==> config.mk <==
export PLATFORM = sky130hd
export DESIGN_NAME = attn_seq_ctrl
export DESIGN_NICKNAME = d
export VERILOG_FILES = /design/src/rtl/attn_seq_pkg.sv /design/src/rtl/attn_phase_cnt.sv /design/src/rtl/attn_seq_ctrl.sv
export SDC_FILE = /design/constraint.sdc
export NUM_CORES = 1
export LEC_CHECK = 0
export ABC_AREA = 0
export BUFFER_PORTS_ARGS = -buffer_cell sky130_fd_sc_hd__buf_2
export CELL_PAD_IN_SITES_DETAIL_PLACEMENT = 1
export CELL_PAD_IN_SITES_GLOBAL_PLACEMENT = 2
export CORE_ASPECT_RATIO = 1.75
export CORE_MARGIN = 3
export CORE_UTILIZATION = 25
export CTS_CLUSTER_DIAMETER = 120
export CTS_CLUSTER_SIZE = 8
export DETAILED_ROUTE_END_ITERATION = 8
export PLACE_DENSITY = 0.87
export RECOVER_POWER = 50
export SLEW_MARGIN = 0
export SYNTH_ARGS = -nofsm -noshare
export SYNTH_HDL_FRONTEND = slang
export SYNTH_HIERARCHICAL = 1
export SYNTH_SLANG_ARGS = --single-unit
export TNS_END_PERCENT = 50
==> constraint.sdc <==
create_clock -name clk -period 3.7 [get_ports clk]
set_input_delay 0.74 -clock clk [delete_from_list [all_inputs] [get_ports clk]]
set_output_delay 0.74 -clock clk [all_outputs]
set_load 0.02 [all_outputs]
==> src/rtl/attn_seq_pkg.sv <==
// rtl/attn_seq_pkg.sv - shared types and inst field positions for the attention sequencer
package attn_seq_pkg;

    localparam int INST_W = 17;
    localparam int CNT_W  = 16;
    localparam int ADD_W  = 4;

    localparam int I_OFIFO_RD  = 16;
    localparam int I_QK_ADD    = 12;
    localparam int I_P_ADD     = 8;
    localparam int I_EXECUTE   = 7;
    localparam int I_LOAD      = 6;
    localparam int I_QMEM_RD   = 5;
    localparam int I_QMEM_WR   = 4;
    localparam int I_KMEM_RD   = 3;
    localparam int I_KMEM_WR   = 2;
    localparam int I_PMEM_RD   = 1;
    localparam int I_PMEM_WR   = 0;

    typedef enum logic [3:0] {
        S_IDLE,
        S_QWR,
        S_KWR,
        S_GAP1,
        S_KLD,
        S_KLD_TAIL,
        S_GAP2,
        S_EXEC,
        S_GAP3,
        S_OMV,
        S_GAP4,
        S_ACC,
        S_SUMRD,
        S_DIV,
        S_DONE
    } state_t;

endpackage

==> src/rtl/attn_phase_cnt.sv <==
// rtl/attn_phase_cnt.sv - loadable phase down-counter with terminal-count flag
module attn_phase_cnt
    import attn_seq_pkg::*;
#(
    parameter int W = CNT_W
) (
    input  logic         clk,
    input  logic         reset,
    input  logic         load,
    input  logic [W-1:0] load_val,
    input  logic         dec,
    output logic         tc
);

    logic [W-1:0] count;

    always_ff @(posedge clk) begin
        if (!reset) begin
            count <= '0;
        end else if (load) begin
            count <= load_val;
        end else if (dec && (count != '0)) begin
            count <= count - 1'b1;
        end
    end

    assign tc = (count == '0);

endmodule

==> src/rtl/attn_seq_ctrl.sv <==
// rtl/attn_seq_ctrl.sv - attention core sequencer; ATTN_SEQ_KREUSE_EN adds k_reuse to skip the K path
module attn_seq_ctrl
    import attn_seq_pkg::*;
#(
    parameter int bw          = 8,
    parameter int pr          = 16,
    parameter int col         = 8,
    parameter int total_cycle = 8,
    parameter int gap         = 10
) (
    input  logic                clk,
    input  logic                reset,
    input  logic                start,
`ifdef ATTN_SEQ_KREUSE_EN
    input  logic                k_reuse,
`endif
    input  logic                wr_valid,
    input  logic [pr*bw-1:0]    wr_data,
    output logic                wr_ready,
    output logic [pr*bw-1:0]    mem_in,
    output logic [INST_W-1:0]   inst,
    output logic                acc,
    output logic                div,
    output logic                fifo_ext_rd,
    output logic                busy,
    output logic                done
);

    state_t             state, state_nxt;
    logic [4:0]         idx, idx_nxt, idx_m1;
    logic               kreuse_q;
    logic               accept, wr_phase, tc;
    logic [CNT_W-1:0]   load_val;
    logic [INST_W-1:0]  inst_nxt;
    logic [pr*bw-1:0]   mem_in_nxt;
    logic               acc_nxt, div_nxt, fifo_nxt;

    function automatic logic [CNT_W-1:0] phase_len(input state_t s);
        case (s)
            S_QWR, S_EXEC, S_OMV:       return CNT_W'(total_cycle);
            S_KWR:                      return CNT_W'(col);
            S_GAP1, S_GAP2,
            S_GAP3, S_GAP4:             return CNT_W'(gap);
            S_KLD:                      return CNT_W'(col + 1);
            S_KLD_TAIL:                 return CNT_W'(2);
            S_ACC, S_DIV:               return CNT_W'(total_cycle + 1);
            S_SUMRD:                    return CNT_W'(total_cycle + 2);
            default:                    return CNT_W'(1);
        endcase
    endfunction

    assign wr_phase = (state == S_QWR) || (state == S_KWR);
    assign accept   = wr_valid && wr_ready;
    assign load_val = phase_len(state_nxt) - CNT_W'(1);

    attn_phase_cnt #(.W(CNT_W)) u_phase_cnt (
        .clk      (clk),
        .reset    (reset),
        .load     (state_nxt != state),
        .load_val (load_val),
        .dec      (wr_phase ? accept : 1'b1),
        .tc       (tc)
    );

`ifdef ATTN_SEQ_KREUSE_EN
    always_ff @(posedge clk) begin
        if (!reset) begin
            kreuse_q <= 1'b0;
        end else if ((state == S_IDLE) && start) begin
            kreuse_q <= k_reuse;
        end
    end
`else
    assign kreuse_q = 1'b0;
`endif

    // Outputs are computed for the coming cycle so every strobe is a flop
    // aligned with its phase; write beats show up one cycle after acceptance.
    always_comb begin
        state_nxt  = state;
        inst_nxt   = '0;
        mem_in_nxt = mem_in;
        acc_nxt    = 1'b0;
        div_nxt    = 1'b0;
        fifo_nxt   = 1'b0;

        case (state)
            S_IDLE:     if (start) state_nxt = S_QWR;
            S_QWR:      if (accept && tc) state_nxt = kreuse_q ? S_GAP2 : S_KWR;
            S_KWR:      if (accept && tc) state_nxt = S_GAP1;
            S_GAP1:     if (tc) state_nxt = S_KLD;
            S_KLD:      if (tc) state_nxt = S_KLD_TAIL;
            S_KLD_TAIL: if (tc) state_nxt = S_GAP2;
            S_GAP2:     if (tc) state_nxt = S_EXEC;
            S_EXEC:     if (tc) state_nxt = S_GAP3;
            S_GAP3:     if (tc) state_nxt = S_OMV;
            S_OMV:      if (tc) state_nxt = S_GAP4;
            S_GAP4:     if (tc) state_nxt = S_ACC;
            S_ACC:      if (tc) state_nxt = S_SUMRD;
            S_SUMRD:    if (tc) state_nxt = S_DIV;
            S_DIV:      if (tc) state_nxt = S_DONE;
            S_DONE:     state_nxt = S_IDLE;
            default:    state_nxt = S_IDLE;
        endcase

        if (state_nxt != state) begin
            idx_nxt = '0;
        end else if (wr_phase) begin
            idx_nxt = accept ? idx + 5'd1 : idx;
        end else begin
            idx_nxt = idx + 5'd1;
        end
        idx_m1 = idx_nxt - 5'd1;

        if (wr_phase && accept) begin
            inst_nxt[(state == S_QWR) ? I_QMEM_WR : I_KMEM_WR] = 1'b1;
            inst_nxt[I_QK_ADD +: ADD_W] = idx[ADD_W-1:0];
            mem_in_nxt = wr_data;
        end else begin
            case (state_nxt)
                S_QWR, S_KWR: inst_nxt[I_QK_ADD +: ADD_W] = inst[I_QK_ADD +: ADD_W];
                S_KLD: begin
                    inst_nxt[I_LOAD]    = 1'b1;
                    inst_nxt[I_KMEM_RD] = (idx_nxt != 5'd0);
                    inst_nxt[I_QK_ADD +: ADD_W] = (idx_nxt <= 5'd1) ? '0 : idx_m1[ADD_W-1:0];
                end
                S_KLD_TAIL: inst_nxt[I_LOAD] = (idx_nxt == 5'd0);
                S_EXEC: begin
                    inst_nxt[I_EXECUTE] = 1'b1;
                    inst_nxt[I_QMEM_RD] = 1'b1;
                    inst_nxt[I_QK_ADD +: ADD_W] = idx_nxt[ADD_W-1:0];
                end
                S_OMV: begin
                    inst_nxt[I_OFIFO_RD] = 1'b1;
                    inst_nxt[I_PMEM_WR]  = 1'b1;
                    inst_nxt[I_P_ADD +: ADD_W] = idx_nxt[ADD_W-1:0];
                end
                S_ACC: begin
                    acc_nxt = 1'b1;
                    inst_nxt[I_PMEM_RD] = 1'b1;
                    inst_nxt[I_P_ADD +: ADD_W] = idx_nxt[ADD_W-1:0];
                end
                S_SUMRD: fifo_nxt = 1'b1;
                S_DIV: begin
                    div_nxt = 1'b1;
                    inst_nxt[I_PMEM_RD] = 1'b1;
                    inst_nxt[I_P_ADD +: ADD_W] = (idx_nxt == 5'd0) ? '0 : idx_m1[ADD_W-1:0];
                end
                default: ;
            endcase
        end
    end

    always_ff @(posedge clk) begin
        if (!reset) begin
            state       <= S_IDLE;
            idx         <= '0;
            inst        <= '0;
            mem_in      <= '0;
            acc         <= 1'b0;
            div         <= 1'b0;
            fifo_ext_rd <= 1'b0;
            wr_ready    <= 1'b0;
            busy        <= 1'b0;
            done        <= 1'b0;
        end else begin
            state       <= state_nxt;
            idx         <= idx_nxt;
            inst        <= inst_nxt;
            mem_in      <= mem_in_nxt;
            acc         <= acc_nxt;
            div         <= div_nxt;
            fifo_ext_rd <= fifo_nxt;
            wr_ready    <= (state_nxt == S_QWR) || (state_nxt == S_KWR);
            busy        <= (state_nxt != S_IDLE);
            done        <= (state_nxt == S_DONE);
        end
    end

endmodule

Word-level counts from Yosys, hierarchy flattened

Memories as Yosys holds them, arrays and structs flattened.
Cells that the tools add are included.
Widths: inputs -> output; s select.

Logic and storage cells: 105
Memory bits (read-only): 48
Output and inout port bits: 151
Memories: 1
Register bits after elaboration: 176
Input port bits: 132

$lt $le $gt $ge: 3
Muxes and demuxes: 39
Add/sub/neg operators: 4
Bitwise logic cells: 1
Reduce and logical (&&, ||, !) cells: 19
Equality and inequality tests: 25

Memories:

| memory          | depth | bits a word | rd ports | clocked after Yosys merged registers in | write ports | RTL line            | text |
|---|---|---|---|---|---|---|---|
| (no name shown) | 16    | 3           | 1        | 0                                       | 0           | attn_seq_ctrl.sv:39 | `case (s)` |

Operators by type and width:

| kind                  | number |
|---|---|
| $mux 4                | 16 |
| $pmux 4 s14           | 1 |
| $eq 4x4->1 const B    | 11 |
| $mux 16               | 2 |
| $sub 16x1->16 const B | 2 |
| $eq 4x3->1 const B    | 7 |
| $logic_not 16->1      | 1 |
| $reduce_bool 16->1    | 1 |
| $mux 5                | 3 |
| $eq 4x2->1 const B    | 3 |
| $mux 12               | 1 |
| $pmux 4 s3            | 1 |
| $mux 1                | 10 |
| $eq 4x1->1 const B    | 2 |
| $pmux 4 s2            | 1 |
| $reduce_or 2->1       | 4 |
| $lt 3x6->1 const B    | 1 |
| $add 5x1->5 const B   | 1 |
| $demux 1 s5           | 1 |
| $le 5x1->1 const B    | 1 |
| $logic_and 1x1->1     | 5 |
| $logic_not 5->1       | 1 |
| $reduce_bool 5->1     | 1 |
| $logic_not 4->1       | 1 |
| other kinds (12)      | 13 |

Depth between registers and ports, before layout

Gate-level depths: netlist of the first run.

Depth in word-level cells: 10
Gate-level depth with buffers: 21
Mapped depth without buffers: 20

Modules after synthesis

The synthesis of the first run kept the hierarchy.

By module, submodules not included:

| module         | area each (µm²) | cells each | times used | seq. area each (µm²) |
|---|---|---|---|---|
| attn_seq_ctrl  | 6603.8          | 789        | 1          | 3163.0 |
| attn_phase_cnt | 922.1           | 114        | 1          | 320.3 |

Worst setup path after synthesis of the first run

OpenSTA, ideal clock, no wires.

Path type: flip-flop to flip-flop
From: register u_phase_cnt.count[7]
To: register u_phase_cnt.count[14]
Stages on the path, launching flop included: 17
Library setup time: 70 ps
Clock period less this slack: 3590 ps
Setup slack: 110 ps
Data required time: 3630 ps
Buffers on the path: 1
Arrival time: 3520 ps
Path through: dfxtp_1 or4_4 and4bb_1 buf_6 and2_1 a2111oi_0 a21oi_1 inv_1 ha_1 inv_1 o21ai_0 a221o_1 a21oi_1 ha_1 ha_1 o21ai_0 a21oi_1

Word-level cells in the longest chain between the ends: 7
Elaborated cells between the ends (all ways): 25
Those cells by class: 2 x add/sub; 1 x eq/ne; 16 x mux; 5 x reduce/logical; 1 x memory

Ends and longest elaborated chain:

| what                      | RTL line                                 | text |
|---|---|---|
| start, declared           | attn_phase_cnt.sv:15                     | `logic [W-1:0] count;` |
| start signal, assigned    | attn_phase_cnt.sv:21                     | `count <= load_val;` |
| start signal, assigned    | attn_phase_cnt.sv:23                     | `count <= count - 1'b1;` |
| $logic_not 16->1 (*)      | attn_phase_cnt.sv:27                     | `assign tc = (count == '0);` |
| via tc                    | attn_seq_ctrl.sv:32                      | `logic accept, wr_phase, tc;` |
| $logic_and 1x1->1         | attn_seq_ctrl.sv:89, attn_seq_ctrl.sv:90 |  |
| $mux 4 (on tied branches) | attn_seq_ctrl.sv:90, attn_seq_ctrl.sv:89 |  |
| $pmux 4 s14 (*)           | attn_seq_ctrl.sv:87                      | `case (state)` |
| via state_nxt[0]          | attn_seq_ctrl.sv:29                      | `state_t state, state_nxt;` |
| $mem_v2 16x3              | --                                       |  |
| $sub 16x1->16             | attn_seq_ctrl.sv:54                      | `assign load_val = phase_len(state_nxt) - CNT_W'(1);` |
| $mux 16                   | attn_phase_cnt.sv:20                     | `end else if (load) begin` |

Mark *: on every way through the listed nets, which the timed path passes. The rest lies on a longest branch. The select of a mux whose other input is x is not followed.
A chain may end at the register's enable or synchronous reset.

Final worst setup path of the first run

From: register u_phase_cnt.count[7]
To: register u_phase_cnt.count[10]

Word-level cells in the longest chain between the ends: 7
Elaborated cells between the ends (all ways): 25
Those cells by class: 2 x add/sub; 1 x eq/ne; 16 x mux; 5 x reduce/logical; 1 x memory

Ends and longest elaborated chain:

| what                      | RTL line                                 | text |
|---|---|---|
| $logic_not 16->1 (*)      | attn_phase_cnt.sv:27                     |  |
| via tc                    | attn_seq_ctrl.sv:32                      |  |
| $logic_and 1x1->1         | attn_seq_ctrl.sv:89, attn_seq_ctrl.sv:90 |  |
| $mux 4 (on tied branches) | attn_seq_ctrl.sv:90, attn_seq_ctrl.sv:89 |  |
| $pmux 4 s14 (*)           | attn_seq_ctrl.sv:87                      |  |
| via state_nxt[0]          | attn_seq_ctrl.sv:29                      |  |
| $mem_v2 16x3 (*)          | --                                       |  |
| $sub 16x1->16 (*)         | attn_seq_ctrl.sv:54                      |  |
| via load_val[10]          | attn_seq_ctrl.sv:33                      | `logic [CNT_W-1:0] load_val;` |
| $mux 16 (*)               | attn_phase_cnt.sv:20                     |  |

Marks and branches as above.

==> results.md, run 1 <==
* Synthesized flop and latch total at around 170
* Clk sinks at roughly 170
* CTS Root Buffer Type: clkbuf_16
* CTS Hold Bufs at 0
* Mapped Cells at about 900
* Min Clock Period, post-route at ~3.6 ns
* Worst-margin pin slew at between 2 and 2.5 ns
* Synth unique cells at approximately 70
* Antenna Nets Post-Route at 0
* Port bufs at around 280
* Layout area overhead at 33.87%
* Die area at 32300 um^2
* DP Wirelength at ~20000 um
* Max-Cap Viols at 1
* Ys async rst share at 0%
* Pin count of the biggest net entering global routing at 82
* DR vias at roughly 7300
* Hold Path End: mem_in[56]
* Total wire length at between 20000 and 30000 um
* Max VDD drop at a little over 0.3 mV
* Top Ports at roughly 280
* Initial Util at between 20% and 30%
* HP Class: reg -> reg
* Avg Cell Area, Syn at about 8.3 um^2
* FF-to-FF End: u_phase_cnt/count[10]
* CTS H-Tree Depth at 4
* Number of remaining DRC errors at 0
* Number of core rows at a little over 80
* Layout net count at approximately 1300
* WS Path Type: reg -> reg
* Critical Path AT at approximately 4 ns
* Yosys warns at 6
* Via density at between 4 and 5
* Outcome: complete, but fails checks
* Lkg Pwr at 3.738 nW
* Post-place setup slack at -0.04521 ns
* Slew Viols, Final at 53
* Reg clk slew, reported paths at 0.07 ns
* Sequential element share of the synthesized area at between 40% and 50%
* Critical Path RT at about 4 ns
* FF-to-FF path depth at 18
* Synth Cell Area at 7526 um^2
* Number of flops mapped to enable cells by yosys at 0
* Synth Net Count at 1047
* WHS Path Cells at 2
* CTS tree: done
* Routability cong. at about 0.87
* Worst Slack Setup Final at between 0.1 and 0.15 ns
* Startpoint Class: register
* Slew headroom at -34.97%
* Die height at roughly 240 um
* WHS at 0.4543 ns
* Final Cycle Share at a little over nine tenths
* 1st-iter DRT viols at around 310
* Placed cells at about 1500
* Share of post-route cells with drive strength above 1 at between 20% and 30%
* Fmax at roughly 0.28 GHz
* Power density over the cells at around 450 nW/um^2
* Tot GR Track Use at 16.37%
* Core area at 29490 um^2
* Worst hold path startpoint: mem_in[56]
* Grt ovf at 0
* CTS max path bufs at 2
* Initial antenna violation count at 3
* Worst Setup SP: u_phase_cnt/count[7]
* Endpoints failing hold at 0
* Maximum net fanout on the critical path at 5
* First-pass GRT wire length at approximately 41000 um
* Most frequent cells in the layout: nand2_1 (282), dfxtp_1 (174), clkbuf_1 (154), buf_2 (131), a21boi_1 (73)
* Fin cells at roughly 1600
* Clock Latency Late Sink at 0.45 ns
* Layout fillers at 3676
* Final setup fails at 0
* CTS Buf Count at 17
* Most used DFF post-synth: dfxtp_1
* Total iterations of the first detailed-routing run at 4
* Worst r2r src: u_phase_cnt/count[7]
* R2r setup slk at 0.12 ns
* Clock Skew at approximately 0.008 ns
* Failing checks: capacitance limit, slew limit
* Avg WL per Cell at roughly 17 um
* Number of global-route vias before repair at around 7600
* Commonest non-fill, non-tap cell in the layout: nand2_1
* Crit end category: register
* Die Wd at between 100 and 150 um
registers in the layout, summed over array words and instances, names as in the netlist:
register           count
done                   1
mem_in               128
state                  4
idx                    5
wr_ready               1
busy                   1
inst                  15
acc                    1
fifo_ext_rd            1
div                    1
u_phase_cnt/count     16
metrics by stage:
step	power [mW]	cell area, um^2	TNS (ns)	util (%)
floorplan	2.461	7526	0	-
global placement	2.730	9494	0	32.19
detailed placement	2.749	9494	-0.2601	32.19
CTS	4.605	10100	0	34.24
global route	4.793	10070	-0.6051	34.16
finish	4.563	10070	0	34.16
kinds of logic (layout without fill, tap and decap cells):
| group | count (synthesis) | count (layout) | synth area share, % |
|---|---|---|---|
| fa+ha+maj | 12 | 12 | 1.995 |
| flops | 174 | 174 | 46.28 |
| other cells | 0 | 2 | 0 |
| buf+inv | 79 | 381 | 4.406 |
| xor+xnor | 20 | 20 | 2.427 |
| mux | 5 | 5 | 0.6816 |
| simple gates | 391 | 391 | 22.94 |
| compound gates | 222 | 222 | 21.26 |
critical path: stages (launching register included):
cell and delay, ns:
dfxtp_1 0.31, or4_4 0.54, and4bb_2 0.40, nand3_2 0.09
nand2_1 0.10, o22ai_2 0.09, a21oi_4 0.26, inv_2 0.08
ha_4 0.18, nor2_1 0.15, a21oi_1 0.08, o2bb2ai_1 0.20
a21oi_2 0.05, a21oi_2 0.21, ha_2 0.24, ha_4 0.15
buf_2 0.15, o21ai_0 0.08, a21oi_1 0.14
timing repair:
item	4_1_cts	5_1_grt
buffers inserted	0	8
resized for setup	6	24
cloned	0	1
pin swaps	3	11
endpoints found under the setup margin	10	17
layer usage:
metal / vias to the layer above / wire (um) / global-route usage (%)
met2: 173 / 14590 / 30.56
li1: 3593 / - / -
met1: 3506 / 9628 / 16.22
met5: - / 10 / 0
met3: 55 / 1180 / 4.384
met4: 2 / 1219 / 7.930
worst max path at each step:
stage / end / slack (ns) / cells after the start
floorplan: u_phase_cnt/count[14] / 0.11 / 16
global placement: u_phase_cnt/count[14] / 0.06 / 17
detailed placement: u_phase_cnt/count[12] / -0.05 / 17
CTS: u_phase_cnt/count[12] / 0.01 / 17
global route: u_phase_cnt/count[14] / -0.09 / 18
finish: u_phase_cnt/count[10] / 0.12 / 18
synthesized netlist by cell type, drive strengths merged, types with 2 or more instances:
| master | n | area (um^2) |
|---|---|---|
| a2111oi | 2 | 36.29 |
| a211o | 4 | 35.03 |
| a211oi | 5 | 50.05 |
| a21boi | 132 | 991.0 |
| a21o | 2 | 15.01 |
| a21oi | 26 | 130.1 |
| a221oi | 3 | 38.79 |
| a22oi | 2 | 15.01 |
| a31oi | 2 | 12.51 |
| and2 | 7 | 43.79 |
| and3 | 7 | 43.79 |
| buf | 13 | 83.82 |
| clkbuf | 49 | 183.9 |
| dfxtp | 174 | 3483 |
| ha | 12 | 150.1 |
| inv | 17 | 63.81 |
| mux2i | 4 | 40.04 |
| nand2 | 282 | 1059 |
| nand2b | 6 | 37.54 |
| nand3 | 9 | 45.04 |
| nand3b | 3 | 22.52 |
| nand4 | 5 | 31.28 |
| nor2 | 26 | 105.1 |
| nor2b | 4 | 25.02 |
| nor3 | 17 | 95.09 |
| nor3b | 3 | 22.52 |
| nor4 | 5 | 46.29 |
| o211ai | 4 | 30.03 |
| o21ai | 27 | 138.9 |
| o221ai | 2 | 23.77 |
| o22ai | 5 | 31.28 |
| or2 | 2 | 12.51 |
| or3 | 4 | 31.28 |
| or3b | 2 | 17.52 |
| or4 | 2 | 18.77 |
| xnor2 | 16 | 147.7 |
| xor2 | 4 | 35.03 |
where the power goes:
group | internal (mW) | switching (mW)
Sequential | 1.94 | 0.0580
Clock | 1.02 | 0.807
Combinational | 0.332 | 0.409
Total | 3.29 | 1.27
layout make-up:
class	count	area [um^2]	share of cell area, %
repair buffers	332	1620	16.08
flip-flops and latches	174	3483	34.58
clock inverters	13	140.1	1.391
diodes	2	5.005	0.04968
multi-input cells	650	3841	38.13
inverters	17	63.81	0.6334
well taps	382	478.0	4.744
clock buffers	19	442.9	4.396
(Power assumes the default switching activity.)
==> inputs of run 2 (changes only) <==
Settings changed: BUFFER_PORTS_ARGS -buffer_cell sky130_fd_sc_hd__buf_2 to default, CORE_UTILIZATION 25 to 32, DONT_BUFFER_PORTS from default to 1, PLACE_DENSITY 0.87 to 0.86.
==> run 2 against run 1 <==
Effect of this change: the flow now finishes without violations; register-to-register slack worse by 0.03 ns; hold slack worse by 0.029 ns; sequential cell count unchanged; critical path depth down 2; combinational power down 28%; die area down 21%; sequential power up 3%; fmax down 0.85%; final cell count down 24%; via count down 15%.
==> results.md, run 2 (same netlist as run 1, synthesis figures left out) <==
* Outcome: complete, no violations (was complete, but fails checks)
* Reg clk slew, reported paths at 0.07 ns (about the same)
* Worst-margin pin slew at 1.063 ns (was 2.025 ns)
* Port bufs at 0 (was 282)
* Slew Viols, Final at 0 (was 53)
* Endpoints failing hold at 0 (unchanged)
* Maximum net fanout on the critical path at 5 (unchanged)
* Hold Path End: mem_in[0] (was mem_in[56])
* Placed cells at 1174 (was 1546)
* Initial antenna violation count at 0 (was 3)
* Max VDD drop at 0.3061 mV (was 0.3094 mV)
* CTS max path bufs at 2 (unchanged)
* Fin cells at 1205 (was 1589)
* CTS H-Tree Depth at 4 (unchanged)
* Final Cycle Share at 97.51% (was 96.69%)
* Most frequent CP cell: ha_4
* Max FFs per register at 128 (unchanged)
* Most frequent cells in the layout: nand2_1 (281), dfxtp_1 (172), a21boi_1 (73), a21boi_0 (59), buf_4 (29) (was nand2_1 (282), dfxtp_1 (174), clkbuf_1 (154), buf_2 (131), a21boi_1 (73))
* CTS tree: done (unchanged)
* Via density at 5.170 (was 4.612)
* Worst hold path startpoint: wr_data[0] (was mem_in[56])
* Routability cong. at 0.8636 (was 0.8684)
* Critical Path RT at 4.06 ns (was 4.07 ns)
* Initial Util at 32.83% (was 25.52%)
* Die height at 208.9 um (was 235.5 um)
* Number of remaining DRC errors at 0 (unchanged)
* Clk sinks at 174 (unchanged)
* Crit path cell chain: or4_4 > and4bb_2 > buf_4 > nand2_2 > nor3_4 > a31oi_4 > ha_4 > mux2i_2 > nor3_2 > a221o_1 > a21oi_2 > ha_2 > ha_4 > buf_6 > o21ai_1 > a21oi_1 (was or4_4 > and4bb_2 > nand3_2 > nand2_1 > o22ai_2 > a21oi_4 > inv_2 > ha_4 > nor2_1 > a21oi_1 > o2bb2ai_1 > a21oi_2 > a21oi_2 > ha_2 > ha_4 > buf_2 > o21ai_0 > a21oi_1)
* Final core occ at 37.82% (was 34.16%)
* CTS Buf Count at 17 (unchanged)
* 1st-iter DRT viols at 238 (was 314)
* Min Clock Period, post-route at 3.608 ns (was 3.577 ns)
* Layout net count at 1038 (was 1336)
* Lkg Pwr at 2.980 nW (was 3.738 nW)
* Die area at 25470 um^2 (was 32300 um^2)
* Tot GR Track Use at 17.98% (was 16.37%)
* Top reg by flops: mem_in (unchanged)
* Critical Path AT at 3.97 ns (was 3.95 ns)
* Fmax at 0.2772 GHz (was 0.2795 GHz)
* Fin area at 8670 um^2 (was 10070 um^2)
* Worst Slack Setup Final at 0.09200 ns (was 0.1226 ns)
* Die Wd at 121.9 um (was 137.2 um)
* First-pass GRT wire length at 35550 um (was 41240 um)
* Crit end category: register (unchanged)
* DP Wirelength at 16900 um (was 19630 um)
* FF-to-FF End: u_phase_cnt/count[11] (was u_phase_cnt/count[10])
* Worst r2r src: u_phase_cnt/count[10] (was u_phase_cnt/count[7])
* Setup repair bufs after CTS at 0 (unchanged)
* Post-place setup slack at -0.02684 ns (was -0.04521 ns)
* Antenna cells at 0 (was 2)
* Startpoint Class: register (unchanged)
* Number of core rows at 73 (was 83)
* Total wire length at 23530 um (was 26630 um)
* DP Area at 7930 um^2 (was 9494 um^2)
* Commonest non-fill, non-tap cell in the layout: nand2_1 (unchanged)
* Total iterations of the first detailed-routing run at 4 (unchanged)
* Power density over the cells at 512.3 nW/um^2 (was 452.9 nW/um^2)
* Antenna Nets Post-Route at 0 (unchanged)
* Regs by FF count: mem_in x128, u_phase_cnt/count x16, inst x15 (unchanged)
* Max-Cap Viols at 0 (was 1)
* CTS Root Buffer Type: clkbuf_16 (unchanged)
* Crit path largest cell delay at 0.52 ns (was 0.54 ns)
* R2r setup slk at 0.09 ns (was 0.12 ns)
* Layout area overhead at 15.20% (was 33.87%)
* Slew headroom at 28.88% (was -34.97%)
* FF-to-FF path depth at 16 (was 18)
* Share of post-route cells with drive strength above 1 at 11.16% (was 20.41%)
* Pin count of the biggest net entering global routing at 165 (was 82)
* HP Class: in -> reg (was reg -> reg)
* WS Path Type: reg -> reg (unchanged)
* Grt ovf at 0 (unchanged)
* Number of global-route vias before repair at 6537 (was 7586)
* Clock Skew at 0.007190 ns (was 0.007967 ns)
* DR vias at 6230 (was 7329)
* Clock Latency Late Sink at 0.44 ns (was 0.45 ns)
* Top Ports at 283 (unchanged)
* Final setup fails at 0 (unchanged)
* WHS Path Cells at 2 (unchanged)
* Avg WL per Cell at 19.53 um (was 16.76 um)
* Highest-delay cell along the critical path: or4_4 (unchanged)
* Core area at 22930 um^2 (was 29490 um^2)
* Layout fillers at 2677 (was 3676)
run 2: report_power, final:
| group | internal [mW] | switching (mW) | total (mW) |
|---|---|---|---|
| clock network | 1.09 | 0.757 | 1.85 |
| logic | 0.243 | 0.288 | 0.532 |
| registers | 1.94 | 0.119 | 2.06 |
| total | 3.28 | 1.16 | 4.44 |
run 2: worst max path at each step:
stage                           from               endpoint  slack (ns)  depth (start not counted)
2_1_floorplan   u_phase_cnt/count[7]  u_phase_cnt/count[14]        0.11                         16
3_3_place_gp    u_phase_cnt/count[7]  u_phase_cnt/count[14]        0.12                         15
4_1_cts         u_phase_cnt/count[7]  u_phase_cnt/count[11]        0.01                         16
5_1_grt        u_phase_cnt/count[10]  u_phase_cnt/count[14]       -0.08                         16
3_5_place_dp    u_phase_cnt/count[7]  u_phase_cnt/count[14]       -0.03                         17
6_report       u_phase_cnt/count[10]  u_phase_cnt/count[11]        0.09                         16
run 2: worst max-delay path: cells and delay by family (launching register included):
kind	cells	cell delay [ns]
buffers and inverters	2	0.26
flip-flops	1	0.33
AND/OR/NAND/NOR	5	1.34
multiplexers	1	0.19
adder cells (fa/ha/maj)	3	0.66
AO/OA/AOI/OAI	5	0.74
run 2: layer usage:
layer / vias to the layer above / wire (um) / global-route usage [%]
li1: 2999 / - / -
met3: 45 / 1426 / 5.389
met4: 0 / 833 / 8.936
met2: 192 / 13220 / 34.11
met5: - / 0 / 0
met1: 2994 / 8048 / 17.01
run 2: repair_timing:
item,CTS,global route
setup endpoints to repair,8,13
pin swaps,0,11
resized for setup,4,31
cloned,0,1
hold buffers,0,0
run 2: area by class of cell:
class	count	area, um^2	share of cell area [%]
multi-input cells	650	3856	44.48
flip-flops and latches	174	3486	40.21
clock buffers	21	460.4	5.311
well taps	300	375.4	4.330
repair buffers	34	292.8	3.377
clock inverters	9	135.1	1.559
inverters	17	63.81	0.7360
run 2: through the flow:
step	hold slack (ns)	total power, mW	setup TNS (ns)
3_5_place_dp	0.5362	2.602	-0.05940
2_1_floorplan	0.5240	2.461	0
5_1_grt	0.4105	4.633	-0.5560
6_report	0.4250	4.441	0
3_3_place_gp	0.5217	2.592	0
4_1_cts	0.3970	4.470	0
==> inputs of run 3 (changes only) <==
Settings changed: CORE_UTILIZATION 32 to 29, CTS_CLUSTER_DIAMETER 120 to 200, PLACE_DENSITY 0.86 to 0.8.
==> run 3 against run 2 <==
Effect of this change: final cell count is 1.9% higher; power is 2.3% lower; sequential share of layout area hardly changed; hold slack better by 0.0046 ns; first-iteration DRC count is 15% higher; utilization is 3.8 points lower; clock power is 6% lower; non-clock buffer count is 5 higher.
==> results.md, run 3 (same netlist as run 1, synthesis figures left out) <==
* Startpoint Class: register (unchanged)
* Final core occ at 34.05% (was 37.82%)
* Core area at 25430 um^2 (was 22930 um^2)
* Clock Skew at 0.007923 ns (was 0.007190 ns)
* Initial Util at 29.59% (was 32.83%)
* CTS Root Buffer Type: clkbuf_16 (unchanged)
* Clk sinks at 174 (unchanged)
* Outcome: complete, no violations (unchanged)
* Clock Power Share at 40.1% (was 41.6%)
* Max-Cap Viols at 0 (unchanged)
* Final Cycle Share at 94.80% (was 97.51%)
* WS Path Type: reg -> reg (unchanged)
* Clock Latency Late Sink at 0.44 ns (about the same)
* Pin count of the biggest net entering global routing at 165 (unchanged)
* Routability cong. at 0.8384 (was 0.8636)
* Slew headroom at 44.89% (was 28.88%)
* Initial antenna violation count at 0 (unchanged)
* HP Class: in -> reg (unchanged)
* CTS tree: done (unchanged)
* Tot GR Track Use at 16.29% (was 17.98%)
* Top reg by flops: mem_in (unchanged)
* Total iterations of the first detailed-routing run at 4 (unchanged)
* Fmax at 0.2851 GHz (was 0.2772 GHz)
* Slew Viols, Final at 0 (unchanged)
* R2r setup slk at 0.19 ns (was 0.09 ns)
* Reg clk slew, reported paths at 0.07 ns (about the same)
* CTS max path bufs at 2 (unchanged)
* Sw frac at 27.22% (was 26.21%)
* Seq pwr share at 47.3% (was 46.4%)
* Maximum net fanout on the critical path at 5 (unchanged)
* Final setup fails at 0 (unchanged)
* Die Wd at 127.8 um (was 121.9 um)
* Power density over the cells at 500.8 nW/um^2 (was 512.3 nW/um^2)
* First-pass GRT wire length at 35510 um (was 35550 um)
* Lkg Pwr at 2.995 nW (was 2.980 nW)
* Critical Path AT at 3.87 ns (was 3.97 ns)
* WHS at 0.4296 ns (was 0.4250 ns)
* Critical Path RT at 4.06 ns (about the same)
* Total wire length at 23510 um (was 23530 um)
* Antenna Nets Post-Route at 0 (unchanged)
* Crit path cell chain: or4_4 > and4bb_4 > buf_4 > nand2_1 > nor3_2 > a31oi_4 > ha_4 > mux2i_1 > nor3_1 > a221o_1 > a21oi_2 > ha_2 > ha_4 > buf_4 > o21ai_0 > a21oi_1 (was or4_4 > and4bb_2 > buf_4 > nand2_2 > nor3_4 > a31oi_4 > ha_4 > mux2i_2 > nor3_2 > a221o_1 > a21oi_2 > ha_2 > ha_4 > buf_6 > o21ai_1 > a21oi_1)
* Max FFs per register at 128 (unchanged)
* Worst-margin pin slew at 0.8266 ns (was 1.063 ns)
* Layout area overhead at 15.08% (was 15.20%)
* Die height at 219.1 um (was 208.9 um)
* Layout net count at 1043 (was 1038)
* Min Clock Period, post-route at 3.508 ns (was 3.608 ns)
* Number of remaining DRC errors at 0 (unchanged)
* Grt ovf at 0 (unchanged)
* Top Ports at 283 (unchanged)
* Highest-delay cell along the critical path: or4_4 (unchanged)
* Die area at 28000 um^2 (was 25470 um^2)
* Share of post-route cells with drive strength above 1 at 11.62% (was 11.16%)
* Avg WL per Cell at 19.15 um (was 19.53 um)
* Via density at 5.068 (was 5.170)
* Regs by FF count: mem_in x128, u_phase_cnt/count x16, inst x15 (unchanged)
* Most frequent cells in the layout: nand2_1 (282), dfxtp_1 (173), a21boi_1 (73), a21boi_0 (59), buf_4 (36) (was nand2_1 (281), dfxtp_1 (172), a21boi_1 (73), a21boi_0 (59), buf_4 (29))
* Crit path largest cell delay at 0.54 ns (was 0.52 ns)
* Combinational fraction of design power at 12.6% (was 12.0%)
* RSZ-0062 raised after global routing: true
* Crit end category: register (unchanged)
* WHS Path Cells at 2 (unchanged)
* CTS Buf Count at 17 (unchanged)
* FF-to-FF path depth at 16 (unchanged)
* Number of global-route vias before repair at 6396 (was 6537)
* Max VDD drop at 0.3062 mV (was 0.3061 mV)
* Number of core rows at 77 (was 73)
* CTS H-Tree Depth at 4 (unchanged)
* Antenna cells at 0 (unchanged)
* DP Wirelength at 17130 um (was 16900 um)
* CTS Hold Bufs at 0 (unchanged)
* Commonest non-fill, non-tap cell in the layout: nand2_1 (unchanged)
* Port bufs at 0 (unchanged)
* 1st-iter DRT viols at 274 (was 238)
* P_sw at 1.181 mW (was 1.164 mW)
* Endpoints failing hold at 0 (unchanged)
* Final total power at 4.338 mW (was 4.441 mW)
* Internal at 3.157 mW (was 3.277 mW)
* DR vias at 6224 (was 6230)
## run 3: changes by cell type in the layout (fill, tap and decap cells not counted), sizes merged
cell      change
clkinvlp      -1
clkbuf        -1
clkinv        +4
inv           +2
bufinv        -2
buf           +5
## run 3: through the flow
step	instances	area, um^2	TNS, ns	setup WS, ns
5_1_grt	1228	8661	-0.03108	-0.01578
2_1_floorplan	903	7526	0	0.1101
3_5_place_dp	1192	7940	-0.4969	-0.07035
4_1_cts	1224	8516	0	0.004988
3_3_place_gp	1192	7940	0	0.06393
6_report	1228	8661	0	0.1923
## run 3: worst paths after layout
check	startpoint	to
max	u_phase_cnt/count[10]	u_phase_cnt/count[4]
min	wr_data[96]	mem_in[96]
max reg2reg	u_phase_cnt/count[10]	u_phase_cnt/count[4]
min reg2reg	mem_in[57]	mem_in[57]
## run 3: what timing repair did
| action | CTS | global route |
|---|---|---|
| gates resized for setup | 4 | 26 |
| endpoints found under the setup margin | 10 | 17 |
| endpoints found under the hold margin | 0 | 0 |
| setup buffers | 0 | 3 |
| cloned | 0 | 1 |
| pin swaps | 0 | 12 |
## run 3: final cells by class
type                    count  area (um^2)
fillers                  3057        16770
multi-input cells         650         3846
flip-flops and latches    174         3485
clock buffers              20        456.7
well taps                 316        395.4
repair buffers             39        305.3
clock inverters            12        108.9
inverters                  17        63.81
## run 3: power by group through the flow
stage,combinational (mW),sequential (mW),clock [mW]
floorplan,0.386,2.08,0
global placement,0.505,2.09,0
detailed placement,0.513,2.10,0
CTS,0.519,2.05,1.80
global route,0.604,2.06,1.88
finish,0.545,2.05,1.74
## run 3: critical path, delay by kind of cell, from the launching register on
kind | cells | cell delay, ns
adders and majority gates | 3 | 0.68
AOI/OAI and AO/OA | 5 | 0.71
and+or+nand+nor | 5 | 1.34
muxes | 1 | 0.14
DFF | 1 | 0.31
buffers and inverters | 2 | 0.26
## run 3: routing by layer
| metal | share of wire [%] | track usage [%] | vias up | routed length [um] |
|---|---|---|---|---|
| li1 | - | - | 3024 | - |
| met1 | 35 | 16.19 | 2979 | 8300 |
| met2 | 55 | 30.37 | 180 | 13030 |
| met3 | 6.3 | 5.261 | 41 | 1470 |
| met4 | 3.0 | 7.188 | 0 | 710 |
| met5 | 0 | 0 | - | 0 |
